File: src/rtl/spi_link_pkg.sv
// Shared constants and state type for the Kalman filter SPI output link.
package spi_link_pkg;

  localparam int unsigned WORD_W     = 16;
  localparam logic [15:0] WAIT_WORD  = 16'hFFFF;
  localparam int unsigned XFER_RISES = 17;

  typedef enum logic [1:0] {
    IDLE,
    XFER,
    DONE,
    GAP
  } reader_state_t;

endpackage

File: src/rtl/sck_gen.sv
// Free-running SPI clock generator with single-cycle edge strobes.
// The strobes are asserted in the clk cycle whose edge drives the SCK transition.
module sck_gen #(
  parameter int unsigned SCK_DIV = 4
) (
  input  logic clk,
  input  logic rst_n,
  output logic sck,
  output logic rise_c,
  output logic fall_c
);

  localparam int unsigned    CNT_W    = $clog2(SCK_DIV);
  localparam logic [CNT_W-1:0] CNT_LAST = CNT_W'(SCK_DIV - 1);

  logic [CNT_W-1:0] cnt;
  logic             toggle_c;

  assign toggle_c = (cnt == CNT_LAST);
  assign rise_c   = toggle_c & ~sck;
  assign fall_c   = toggle_c & sck;

  // Half-period counter; SCK flips every SCK_DIV clks in every reader state.
  always_ff @(posedge clk or negedge rst_n) begin
    if (!rst_n) begin
      cnt <= '0;
      sck <= 1'b0;
    end else if (toggle_c) begin
      cnt <= '0;
      sck <= ~sck;
    end else begin
      cnt <= cnt + CNT_W'(1);
    end
  end

endmodule

File: src/rtl/spi_word_reader.sv
// Master-side SPI word receiver for the Kalman filter output link.
// Generates SCK/CS, samples MISO MSB-first and presents each word in parallel.
module spi_word_reader #(
  parameter int unsigned SCK_DIV     = 4,
  parameter int unsigned WORD_W      = 16,
  parameter int unsigned GAP_PERIODS = 2
) (
  input  logic              clk,
  input  logic              rst_n,
  input  logic              start,
  output logic              rpi_sck,
  output logic              rpi_cs,
  input  logic              rpi_miso,
  output logic [WORD_W-1:0] rx_data,
  output logic              rx_valid,
  output logic              rx_waiting,
  output logic              busy
);

  import spi_link_pkg::*;

  localparam int unsigned      GAP_W     = $clog2(GAP_PERIODS + 1);
  localparam logic [4:0]       RISE_LAST = 5'(XFER_RISES);
  localparam logic [GAP_W-1:0] GAP_LAST  = GAP_W'(GAP_PERIODS);

  logic              rise_c;
  logic              fall_c;
  logic              miso_q;
  reader_state_t     state;
  logic [4:0]        rise_cnt;
  logic [GAP_W-1:0]  gap_cnt;
  logic [WORD_W-1:0] shift_reg;

  sck_gen #(
    .SCK_DIV (SCK_DIV)
  ) u_sck_gen (
    .clk    (clk),
    .rst_n  (rst_n),
    .sck    (rpi_sck),
    .rise_c (rise_c),
    .fall_c (fall_c)
  );

  // Single register stage on the slave data before it is sampled.
  always_ff @(posedge clk or negedge rst_n) begin
    if (!rst_n) begin
      miso_q <= 1'b1;
    end else begin
      miso_q <= rpi_miso;
    end
  end

  // Transaction FSM. IDLE also serves as the post-reset hold: gap_cnt starts
  // at zero, so the slave sees CS high for GAP_PERIODS rises before any start.
  always_ff @(posedge clk or negedge rst_n) begin
    if (!rst_n) begin
      state      <= IDLE;
      rpi_cs     <= 1'b1;
      rx_data    <= WORD_W'(WAIT_WORD);
      rx_valid   <= 1'b0;
      rx_waiting <= 1'b0;
      busy       <= 1'b0;
      rise_cnt   <= '0;
      gap_cnt    <= '0;
      shift_reg  <= '0;
    end else begin
      rx_valid   <= 1'b0;
      rx_waiting <= 1'b0;
      case (state)
        IDLE: begin
          if (rise_c && (gap_cnt != GAP_LAST)) begin
            gap_cnt <= gap_cnt + GAP_W'(1);
          end
          if (fall_c && start && (gap_cnt == GAP_LAST)) begin
            rpi_cs   <= 1'b0;
            busy     <= 1'b1;
            rise_cnt <= '0;
            state    <= XFER;
          end
        end
        XFER: begin
          if (rise_c && (rise_cnt != RISE_LAST)) begin
            rise_cnt <= rise_cnt + 5'd1;
          end
          if (fall_c) begin
            if (rise_cnt == RISE_LAST) begin
              rpi_cs <= 1'b1;
              state  <= DONE;
            end else if (rise_cnt != 5'd0) begin
              shift_reg <= {shift_reg[WORD_W-2:0], miso_q};
            end
          end
        end
        DONE: begin
          rx_data    <= shift_reg;
          rx_valid   <= 1'b1;
          rx_waiting <= (shift_reg == WORD_W'(WAIT_WORD));
          gap_cnt    <= '0;
          state      <= GAP;
        end
        GAP: begin
          if (rise_c && (gap_cnt != GAP_LAST)) begin
            gap_cnt <= gap_cnt + GAP_W'(1);
          end
          if (fall_c && (gap_cnt == GAP_LAST)) begin
            busy  <= 1'b0;
            state <= IDLE;
          end
        end
        default: begin
          state <= IDLE;
        end
      endcase
    end
  end

endmodule

File: config.mk
export PLATFORM = sky130hd
export DESIGN_NAME = spi_word_reader
export DESIGN_NICKNAME = d
export VERILOG_FILES = /design/src/rtl/spi_link_pkg.sv /design/src/rtl/sck_gen.sv /design/src/rtl/spi_word_reader.sv
export SDC_FILE = /design/constraint.sdc
export NUM_CORES = 1
export LEC_CHECK = 0
export BUFFER_PORTS_ARGS = -buffer_cell sky130_fd_sc_hd__buf_2
export CORE_MARGIN = 3
export CORE_UTILIZATION = 50
export DETAILED_ROUTE_END_ITERATION = 12
export GPL_TIMING_DRIVEN = 0
export PLACE_DENSITY_LB_ADDON = 0.08
export SLEW_MARGIN = 20
export SYNTH_ARGS = -nofsm -noshare
export SYNTH_HDL_FRONTEND = slang
export SYNTH_SLANG_ARGS = --single-unit
File: constraint.sdc
create_clock -name clk -period 2.2 [get_ports clk]
set_clock_uncertainty 0.2 [all_clocks]
set_input_delay 0.33 -clock clk [delete_from_list [all_inputs] [get_ports clk]]
set_output_delay 0.33 -clock clk [all_outputs]
set_load 0.005 [all_outputs]
== Yosys cells after proc, flatten, opt, wreduce, memory -nomap -nowiden ==
Index checks and enable logic that the tools add are counted.
Operators by class
  eq/ne operators: 15
  shift operators: 0
  div/mod/pow operators: 0
  multiply operators: 0
  add/sub/neg operators: 3
  bitwise logic cells: 4
  reduce and logical (&&, ||, !) cells: 17
  order comparisons: 0
  multiplexer cells: 20
Operators with widths (count)
  $eq 16x16->1 const B: 1
  $mux 2: 6
  $ne 2x2->1 const B: 6
  $reduce_and 4->1: 3
  $mux 5: 2
  $pmux 5 s2: 1
  $eq 2x2->1 const B: 4
  $pmux 2 s4: 1
  $mux 1: 7
  $reduce_and 3->1: 2
  $reduce_bool 2->1: 3
  $add 5x1->5 const B: 1
  $eq 5x5->1 const B: 1
  $logic_and 1x1->1: 5
  $ne 5x5->1 const B: 1
  $reduce_bool 5->1: 1
  $add 2x1->2 const B: 2
  $pmux 1 s2: 2
  $pmux 2 s2: 1
  $and 1x1->1: 2
  $eq 2x1->1 const B: 1
  $logic_not 2->1: 1
  $ne 2x1->1 const B: 1
  $not 1->1: 2
  other kinds (2): 2
Word-level totals
  word-level logic and storage cells: 71
  bits in writable memories: 0
  register bits after elaboration: 49
  output and inout bits: 21
  bits in read-only memories: 0
  latch bits: 0
  memories: 0
  input port bits: 4

== Longest topological paths before layout ==
Gate-level depths: netlist of run 1.
  depth after elaboration: 6
  depth in mapped cells: 8

== Modules after synthesis ==
A second synthesis of run 1 with hierarchy kept.
Unflattened totals
  cells, all modules: 163
  area, all modules: 2218.4 sq um
By module, submodules not included
  spi_word_reader: instances 1, area an instance 2104.5 sq um, cells an instance 155
  sck_gen: instances 1, area an instance 113.9 sq um, cells an instance 8

== Worst setup path before layout of run 1 ==
OpenSTA, ideal clock, no wires.
  kind: register to register
  start: reg rise_cnt[0]
  end: reg shift_reg[10]
  data arrival time: 1890 ps
  cell stages (with the launch flop): 8
  required time: 1875 ps
  setup time: 125 ps
  path slack: -15 ps
  cell sequence: dfrtp_1 ha_1 and4bb_4 nand2b_4 or3_1 buf_6 buf_12 mux2_4
On the way
  longest elaborated chain between the ends: 3
RTL lines
  start, declared: RTL line spi_word_reader.sv:30  | logic [4:0] rise_cnt;
  start signal, assigned: RTL line spi_word_reader.sv:83  | rise_cnt <= rise_cnt + 5'd1;
  $eq 5x5->1: RTL line spi_word_reader.sv:86  | if (rise_cnt == RISE_LAST) begin
  $not 1->1 (no line)
  $reduce_and 4->1 (no line) (*)
  end signal, assigned: RTL line spi_word_reader.sv:90  | shift_reg <= {shift_reg[WORD_W-2:0], miso_q};
  end, declared: RTL line spi_word_reader.sv:32  | logic [WORD_W-1:0] shift_reg;
Every way passes the cells marked *; elsewhere a longest branch is shown, timed or not.
A chain may end at the register's enable or synchronous reset.

== Worst setup path after layout of run 1 ==
  start: reg rise_cnt[1]
  end: reg shift_reg[13]
Same word-level chain as after synthesis.

==> results of run 1 <==
## per-layer routing
metal	global-route usage, %	up-vias	part of all wire [%]
li1	-	646	-
met1	21.36	699	44
met2	28.46	25	51
met3	3.168	2	3.6
met4	4.303	0	0.55
met5	0	-	0
## where the power goes
part | switching (W) | internal (W) | total (W) | leakage (nW)
logic | 0.0000192 | 0.00000952 | 0.0000287 | 0.681
clock network | 0.000297 | 0.000220 | 0.000517 | 0.0439
registers | 0.00000620 | 0.000909 | 0.000915 | 0.580
## what timing repair did
| item | CTS | global route |
|---|---|---|
| hold buffers | 1 | 1 |
| gates resized for setup | 8 | 7 |
| setup buffers | 5 | 1 |
| setup endpoints to repair | 15 | 19 |
| endpoints found under the hold margin | 1 | 31 |
## cell families (layout without fill, tap and decap cells)
group | Yosys count | in the layout | synth area share (%)
AOI/OAI and AO/OA | 18 | 18 | 6.145
xor gates and xnor gates | 1 | 1 | 0.3947
adders and majority gates | 9 | 9 | 5.073
buffers and inverters | 13 | 51 | 3.269
DFF | 49 | 49 | 56.26
muxes | 34 | 34 | 18.88
and+or+nand+nor | 35 | 35 | 9.978
## worst reg2reg max path: stages, from the launching register on
cell and delay, ns:
dfrtp_1 0.40, inv_2 0.05, ha_2 0.16, and4bb_4 0.20, nand2b_4 0.14, or3_4 0.42, buf_12 0.17, mux2_4 0.30
## layout by cell type (no fill, tap or decap), types with 2 or more instances in the layout
cell	instances
ha_2	2
buf_4	7
nand3_1	4
mux2_2	23
ha_1	5
nor3_1	2
nand4_1	4
nor4_1	2
o21ai_0	3
ha_4	2
buf_2	23
dfrtp_1	30
nor2_1	5
dfstp_2	18
nand2_1	6
clkbuf_8	5
o22ai_1	2
a22o_1	3
mux2_4	10
inv_1	6
clkinv_2	2
dlygate4sd3_1	2
a211o_1	2
## per-stage QoR
| step | setup slack (ns) | util (%) |
|---|---|---|
| floorplan | 0.001597 | - |
| global placement | -0.1230 | 58.03 |
| detailed placement | -0.1726 | 58.03 |
| CTS | -0.002543 | 61.71 |
| global route | 0.002329 | 62.86 |
| finish | 0.05777 | 62.86 |
## path summary, 6_finish.rpt
check / startpoint / endpoint / cells after the start
setup / recovery: rise_cnt[1]$_DFFE_PN0P_ / shift_reg[13]$_DFFE_PN0P_ / 7
hold / removal: u_sck_gen.cnt[0]$_DFF_PN0_ / u_sck_gen.cnt[0]$_DFF_PN0_ / 1
setup reg to reg: rise_cnt[1]$_DFFE_PN0P_ / shift_reg[13]$_DFFE_PN0P_ / 7
hold reg to reg: u_sck_gen.cnt[0]$_DFF_PN0_ / u_sck_gen.cnt[0]$_DFF_PN0_ / 1
max in group asynchronous: rst_n / rise_cnt[0]$_DFFE_PN0P_ / 2
min in group asynchronous: rst_n / rise_cnt[2]$_DFFE_PN0P_ / 2
## final cells by class
class,instances,area (sq um),share of cell area [%]
well taps,50,62.56,2.402
plain buffers,4,36.28,1.393
flip-flops and latches,49,1250,47.98
inverters,7,26.28,1.009
clock buffers,5,68.82,2.642
multi-input cells,97,955.9,36.70
clock inverters,3,17.52,0.6724
repair buffers,32,187.7,7.205
==> run metrics, run 1 <==
Slew HR=60.22%; via density per instance=5.555; setup_tns=0 ns; fin crit period=2.142 ns; syn nets=172; Layout area overhead=17.36%; CTS sink count=49; ys async rst share=100.0%; crit path kind=flop to flop; max_cap viols=0; Startpoint Class=flop; Die ar.=0.005274 sq mm; Synth area leaders=dfrtp_1, dfstp_2, mux2_2, mux2_4, ha_1; crit-path max FO=10; period utilization=97.37%; total CTS buffers=5; Routed WL per cell=16.10 um; Starting DRT DRC Count=60; first-pass iteration count of the detailed router=4; row count=23; FMAX=0.4668 GHz; largest net degree at the start of global routing=50; ant diodes=0; RSZ-0062 raised after global routing=false; # setup viols final=0; Starting Density=53.56%; Worst-path clk slew=0.09 ns; P_leak=1.305 nW; DP HPWL=2.641 mm; dpl cells=233; Synth top cells by count=dfrtp_1, mux2_2, dfstp_2, mux2_4, ha_1; fillers=323; element type at the critical path end=flop; vias in the first global route=1460; critical path arrival=2.12 ns; main flop type after synthesis=dfrtp_1; Mapped Avg Cell Area=13.96 sq um; Post-synth EDFFs=0; CP required=2.18 ns; Final Hold Fails=0; cell family with most CP delay=simple AND/OR/NAND/NOR gates; Synth top area share=34.95%; actual slew at the worst max-slew pin=0.5967 ns; DRT antenna net count=0; share of layout cells above drive strength 1=53.30%; Layout Nets=209; die span in x=72.63 um; PortBufs=24; GRT Util Overall=16.51%; library cells used by synthesis=41; Non-Filler Instances=247; Buf/Inv on CP=2; via count=1372; final max-slew violation count=0; leading area contributor after synthesis=dfrtp_1; Synth warnings=0; final WL=3.977 mm; Seq/Total Area, Yosys=56.26%; Bufs on Longest Clock Path=2; Remaining DRCs=0; Synth Instances=159; Cell Area, Placed=0.002405 sq mm; slowest cell on the critical path=or3_4; Hold WS=0.2447 ns; CP peak stage delay=0.42 ns; fin area=0.002605 sq mm; initial antenna violation count=0; H-tree levels=2; first-pass GRT wire length=6.831 mm; io pins=25; Placeable Area=0.004144 sq mm; global route overflow=0; status=finished clean; FF-to-FF setup slack=0.06 ns; PwrDens=560.8 mW/mm^2; die extent in y=72.63 um; count leader, synth=dfrtp_1; clk root buf=clkbuf_8; worst hold path type=flop to flop; Worst VDD drop=0.4105 mV; Clk Latency, worst-skew pair=0.30 ns; gp weighted congestion=0.7566; worst-path cell chain=inv_2 -> ha_2 -> and4bb_4 -> nand2b_4 -> or3_4 -> buf_12 -> mux2_4; TritonCTS clock tree=yes; number of synthesized register bits=49; Mapped Area=0.002220 sq mm; Overall Power=0.001461 W
No activity file was read; power rests on OpenSTA's default activity.
==> run 2, diff against run 1 <==
ABC_AREA = 1   (was default)
MAX_ROUTING_LAYER = met4   (was default)
==> run 2 against run 1 <==
Cell count increased by 38%. Cell area decreased by 1.9%. Sequential cell count unchanged. Register-to-register slack improved by 0.29 ns. Clock-buffer cell count increased by 2. Largest power group unchanged. Highest routed layer unchanged. Via count increased by 26%. Global-route usage increased by 1.2 points. Wire length increased by 2.8%. Fmax increased by 16%. Combinational power increased to 24 times the previous value. Sequential share of layout area increased by 0.89 points.
==> run metrics, run 2 <==
TritonCTS clock tree=yes; Synth top cells by count=nand2_1, dfrtp_1, nand3_1, dfstp_2, inv_1; final WL=4.090 mm; Starting DRT DRC Count=104; row count=23; fin area=0.002555 sq mm; syn nets=269; die span in x=72.84 um; Synth Instances=256; critical path arrival=1.88 ns; global route overflow=0; Layout Nets=302; setup_tns=0 ns; commonest non-fill, non-tap cell in the layout=nand2_1; crit path from=state[0]$_DFFE_PN0P_; count leader, synth=nand2_1; crit path capture=rx_data[14]$_DFFE_PN1P_; largest net degree at the start of global routing=50; clk root buf=clkbuf_8; Cell Area, Placed=0.002416 sq mm; Layout area overhead=14.40%; P_leak=1.382 nW; PortBufs=24; DP HPWL=2.970 mm; via count=1724; first-pass iteration count of the detailed router=5; number of synthesized register bits=49; crit-path max FO=10; Comb pwr share=29.3%; clock power share=26.9%; period utilization=84.10%; status=finished clean; Psw=0.0008099 W; Mapped Avg Cell Area=8.724 sq um; post-synthesis compound-gate area fraction=3.361%; Worst VDD drop=0.4031 mV; total CTS buffers=5; Simple-Gate Fraction of Synth Area=30.42%; leading area contributor after synthesis=dfrtp_1; Pint=0.001583 W; PwrDens=936.6 mW/mm^2; DRT antenna net count=0; Post-synth EDFFs=0; Starting Density=53.89%; # setup viols final=0; mux contribution to synthesized area=0%; reg-to-reg endpoint=rx_data[14]$_DFFE_PN1P_; vias in the first global route=1588; adder and majority gate portion of the synthesized area=5.042%; H-tree levels=2; Hold WS=0.2386 ns; most frequent cells in the layout=nand2_1, dfrtp_1, nand3_1, buf_2, dfstp_2; R2R depth=7; final max-slew violation count=0; Seq/Total Area, Yosys=55.91%; library cells used by synthesis=27; Final Hold Fails=0; ant diodes=0; io pins=25; Placeable Area=0.004144 sq mm; Sw Share=33.85%; worst r2r src=state[0]$_DFFE_PN0P_; largest family of logic cells by synthesized area=simple AND/OR/NAND/NOR gates; Bufs on Longest Clock Path=2; die extent in y=72.84 um; share of layout cells above drive strength 1=20.69%; Worst-path clk slew=0.08 ns; Synth Area in XOR/XNOR=0.7843%; gp weighted congestion=0.8657; crit path kind=flop to flop; FMAX=0.5405 GHz; worst hold path type=flop to flop; actual slew at the worst max-slew pin=0.5982 ns; FF-to-FF setup slack=0.35 ns; max_cap viols=0; fin crit period=1.850 ns; first-pass GRT wire length=7.134 mm; Synth top area share=34.73%; Startpoint Class=flop; Synth area leaders=dfrtp_1, dfstp_2, nand2_1, nand3_1, ha_1; Die ar.=0.005305 sq mm; initial antenna violation count=0; element type at the critical path end=flop; Routed WL per cell=12.03 um; Mapped Area=0.002233 sq mm; Remaining DRCs=0; main flop type after synthesis=dfrtp_1; RSZ-0062 raised after global routing=false; Synth warnings=0; Slew HR=60.12%; CTS sink count=49; CP required=2.23 ns; via density per instance=5.071; Clk Latency, worst-skew pair=0.29 ns; ys async rst share=100.0%; sequential share of power=43.8%; GRT Util Overall=17.67%
## run 2: per-layer routing
layer	GRT usage, %	part of all wire, %	vias to the layer above
li1	-	-	875
met1	24.91	51	811
met2	25.65	44	36
met3	4.545	4.7	2
met4	4.303	0.37	0
met5	-	0	-
## run 2: worst max-delay path, cell delays in order (launching register included)
cell and delay [ns]:
dfrtp_1 0.40, inv_1 0.11, ha_1 0.18, buf_2 0.21, clkinv_1 0.22, clkbuf_1 0.28
nand2_1 0.12, nand2_1 0.05
## run 2: cell type report
type                    instances  area (sq um)
fillers                       383          1589
clock buffers                   7         86.33
well taps                      50         62.56
repair buffers                 26         142.6
flip-flops and latches         49          1249
multi-input cells             185         884.6
plain buffers                   7         43.79
inverters                      15         56.30
clock inverters                 1         30.03
## run 2: how the worst min path moves through the flow
stage | from | end | slack [ns] | cells after the start
after floorplan | rst_n | busy$_DFFE_PN0P_ | -0.17 | 0
final | u_sck_gen.cnt[0]$_DFF_PN0_ | u_sck_gen.cnt[0]$_DFF_PN0_ | 0.24 | 1
after global placement | u_sck_gen.cnt[0]$_DFF_PN0_ | u_sck_gen.cnt[0]$_DFF_PN0_ | 0.23 | 1
after global routing | u_sck_gen.cnt[0]$_DFF_PN0_ | u_sck_gen.cnt[0]$_DFF_PN0_ | 0.25 | 1
after detailed placement | u_sck_gen.cnt[0]$_DFF_PN0_ | u_sck_gen.cnt[0]$_DFF_PN0_ | 0.23 | 1
after CTS | rst_n | state[1]$_DFFE_PN0P_ | 0.05 | 1
## run 2: cells by family after synthesis
group	count (synthesis)
AOI/OAI and AO/OA	10
xor gates and xnor gates	2
adders and majority gates	9
buffers and inverters	22
DFF	49
and+or+nand+nor	164
## run 2: power groups by stage
stage / logic, W / clock network, W / registers (W)
global placement: 0.000693 / 0 / 0.00106
global route: 0.000808 / 0.000706 / 0.00106
CTS: 0.000712 / 0.000671 / 0.00105
detailed placement: 0.000706 / 0 / 0.00107
finish: 0.000702 / 0.000643 / 0.00105
floorplan: 0.000506 / 0 / 0.00106
## run 2: metrics by stage
stage                     total power, W  setup slack [ns]  utilization [%]  instances
after global routing            0.002574            0.1519            61.65        340
final                           0.002393            0.3499            61.65        340
after CTS                       0.002433            0.2939            61.35        339
after detailed placement        0.001774            0.3254            58.30        330
after floorplan                 0.001564            0.6218                -        256
after global placement          0.001754            0.3424            58.30        330
## run 2: repair_timing
item | in CTS | in global routing
hold endpoints to repair | 1 | 31
resized for setup | 0 | 0
hold buffers | 1 | 1
setup buffers | 0 | 0
==> run 3, diff against run 2 <==
clock period = 1.49 ns   (was 2.2 ns; I/O delays follow)
==> run 3 against run 2 <==
The flow now finishes with violations (negative setup slack). Sequential power is 48% higher. Largest cell class unchanged. Hold slack gained 0.022 ns. Critical endpoint is now state[1]$_DFFE_PN0P_. Sequential cell count is the same. Critical path depth is 2 lower.
==> run metrics, run 3 (synthesis results as in run 2) <==
status=finished, violations left; failing checks=negative setup slack; TritonCTS clock tree=yes; fin crit period=1.695 ns; Cell Area, Placed=0.002434 sq mm; first-pass iteration count of the detailed router=4; critical path arrival=1.74 ns; final max-slew violation count=0; via density per instance=5.073; total CTS buffers=5; GRT Util Overall=18.75%; CP required=1.54 ns; H-tree levels=2; slowest cell on the critical path=dfrtp_1; max_cap viols=0; Starting Density=53.89%; worst-path cell chain=ha_4 -> nand4_1 -> a21boi_0 -> nand3_1 -> nand2_1; share of layout cells above drive strength 1=46.08%; FMAX=0.5901 GHz; Clk Latency, worst-skew pair=0.31 ns; die extent in y=72.84 um; DP HPWL=2.853 mm; RSZ-0062 raised after global routing=true; Routed WL per cell=13.92 um; crit path from=u_sck_gen.cnt[1]$_DFF_PN0_; Worst VDD drop=0.9466 mV; Slew HR=60.30%; Placeable Area=0.004144 sq mm; ant diodes=0; first-pass GRT wire length=7.479 mm; gp weighted congestion=0.8642; Layout area overhead=37.87%; die span in x=72.84 um; final WL=5.137 mm; CP peak stage delay=0.39 ns; # setup viols final=24; vias in the first global route=1604; setup_tns=-2.425 ns; PortBufs=24; crit path kind=flop to flop; via count=1872; actual slew at the worst max-slew pin=0.5956 ns; Worst Setup Slack, final=-0.2045 ns; CTS sink count=49; global route overflow=0; worst r2r src=u_sck_gen.cnt[1]$_DFF_PN0_; element type at the critical path end=flop; io pins=25; Worst-path clk slew=0.09 ns; Remaining DRCs=0; Die ar.=0.005305 sq mm; most frequent cells in the layout=nand2_1, dfrtp_1, nand3_1, buf_2; largest net degree at the start of global routing=50; period utilization=113.7%; row count=23; fin area=0.003079 sq mm; P_leak=1.559 nW; clk root buf=clkbuf_8; Final Hold Fails=0; Bufs on Longest Clock Path=2; Startpoint Class=flop; crit-path max FO=5; Layout Nets=331; Starting DRT DRC Count=136; commonest non-fill, non-tap cell in the layout=nand2_1; worst hold path type=input port to asynchronous set/reset pin; initial antenna violation count=0; Core Util, Final=74.31%; PwrDens=1449 mW/mm^2; DRT antenna net count=0
==> run 3: changes by cell type in the layout (fill, tap and decap cells not counted), sizes merged <==
cell / before / now
buf: 29 / 58
bufinv: 1 / 0
clkbuf: 9 / 7
clkinvlp: 0 / 1
inv: 14 / 16
==> run 3: final timing paths <==
check	end	slack [ns]	cells past startpoint
max	state[1]$_DFFE_PN0P_	-0.20	5
min	busy$_DFFE_PN0P_	0.26	2
max reg2reg	state[1]$_DFFE_PN0P_	-0.20	5
min reg2reg	rx_data[15]$_DFFE_PN1P_	0.26	2
max in group asynchronous	u_sck_gen.sck$_DFFE_PN0N_	0.41	2
min in group clk	rx_data[15]$_DFFE_PN1P_	0.26	2
==> run 3: cell type report <==
| class | count | area [sq um] |
|---|---|---|
| clock inverter | 3 | 21.27 |
| inverter | 15 | 71.32 |
| multi-input combinational | 185 | 1137 |
| tap | 50 | 62.56 |
| buffer | 6 | 66.31 |
| clock buffer | 5 | 68.82 |
| sequential | 49 | 1250 |
| timing repair buffer | 56 | 401.6 |
| fill | 315 | 1065 |
==> run 3: routing by layer <==
metal | GRT usage (%) | part of all wire [%] | vias to the layer above
met3 | 4.545 | 3.4 | 8
met5 | - | 0 | -
li1 | - | - | 938
met2 | 25.85 | 48 | 36
met1 | 27.63 | 47 | 890
met4 | 4.918 | 1.4 | 0
==> run 3: timing repair <==
| item | CTS | global route |
|---|---|---|
| gates cloned | 1 | 0 |
| setup buffers | 15 | 14 |
| setup endpoints to repair | 39 | 39 |
| endpoints found under the hold margin | 32 | 31 |
| hold buffers | 1 | 1 |
| resized for setup | 42 | 51 |
| pin swaps | 12 | 15 |
==> run 3: power breakdown <==
part           internal (W)  switching, W
registers           0.00147     0.0000861
logic              0.000952       0.00115
clock network      0.000334      0.000470
==> run 3: stage by stage <==
step / cells / hold slack, ns / power (W) / worst slack [ns]
after global placement: 330 / 0.1292 / 0.002627 / -0.3013
final: 369 / 0.2601 / 0.004460 / -0.2045
after detailed placement: 330 / 0.1297 / 0.002630 / -0.3004
after CTS: 355 / -0.06594 / 0.003868 / -0.08740
after global routing: 369 / 0.2739 / 0.004756 / -0.2867
after floorplan: 256 / -0.2721 / 0.002348 / -0.05213
==> run 3: critical path, delay by kind of cell (launching register included) <==
kind	cells	cell delay, ns
compound gates	1	0.35
fa+ha+maj	1	0.19
flops	1	0.39
simple gates	3	0.50
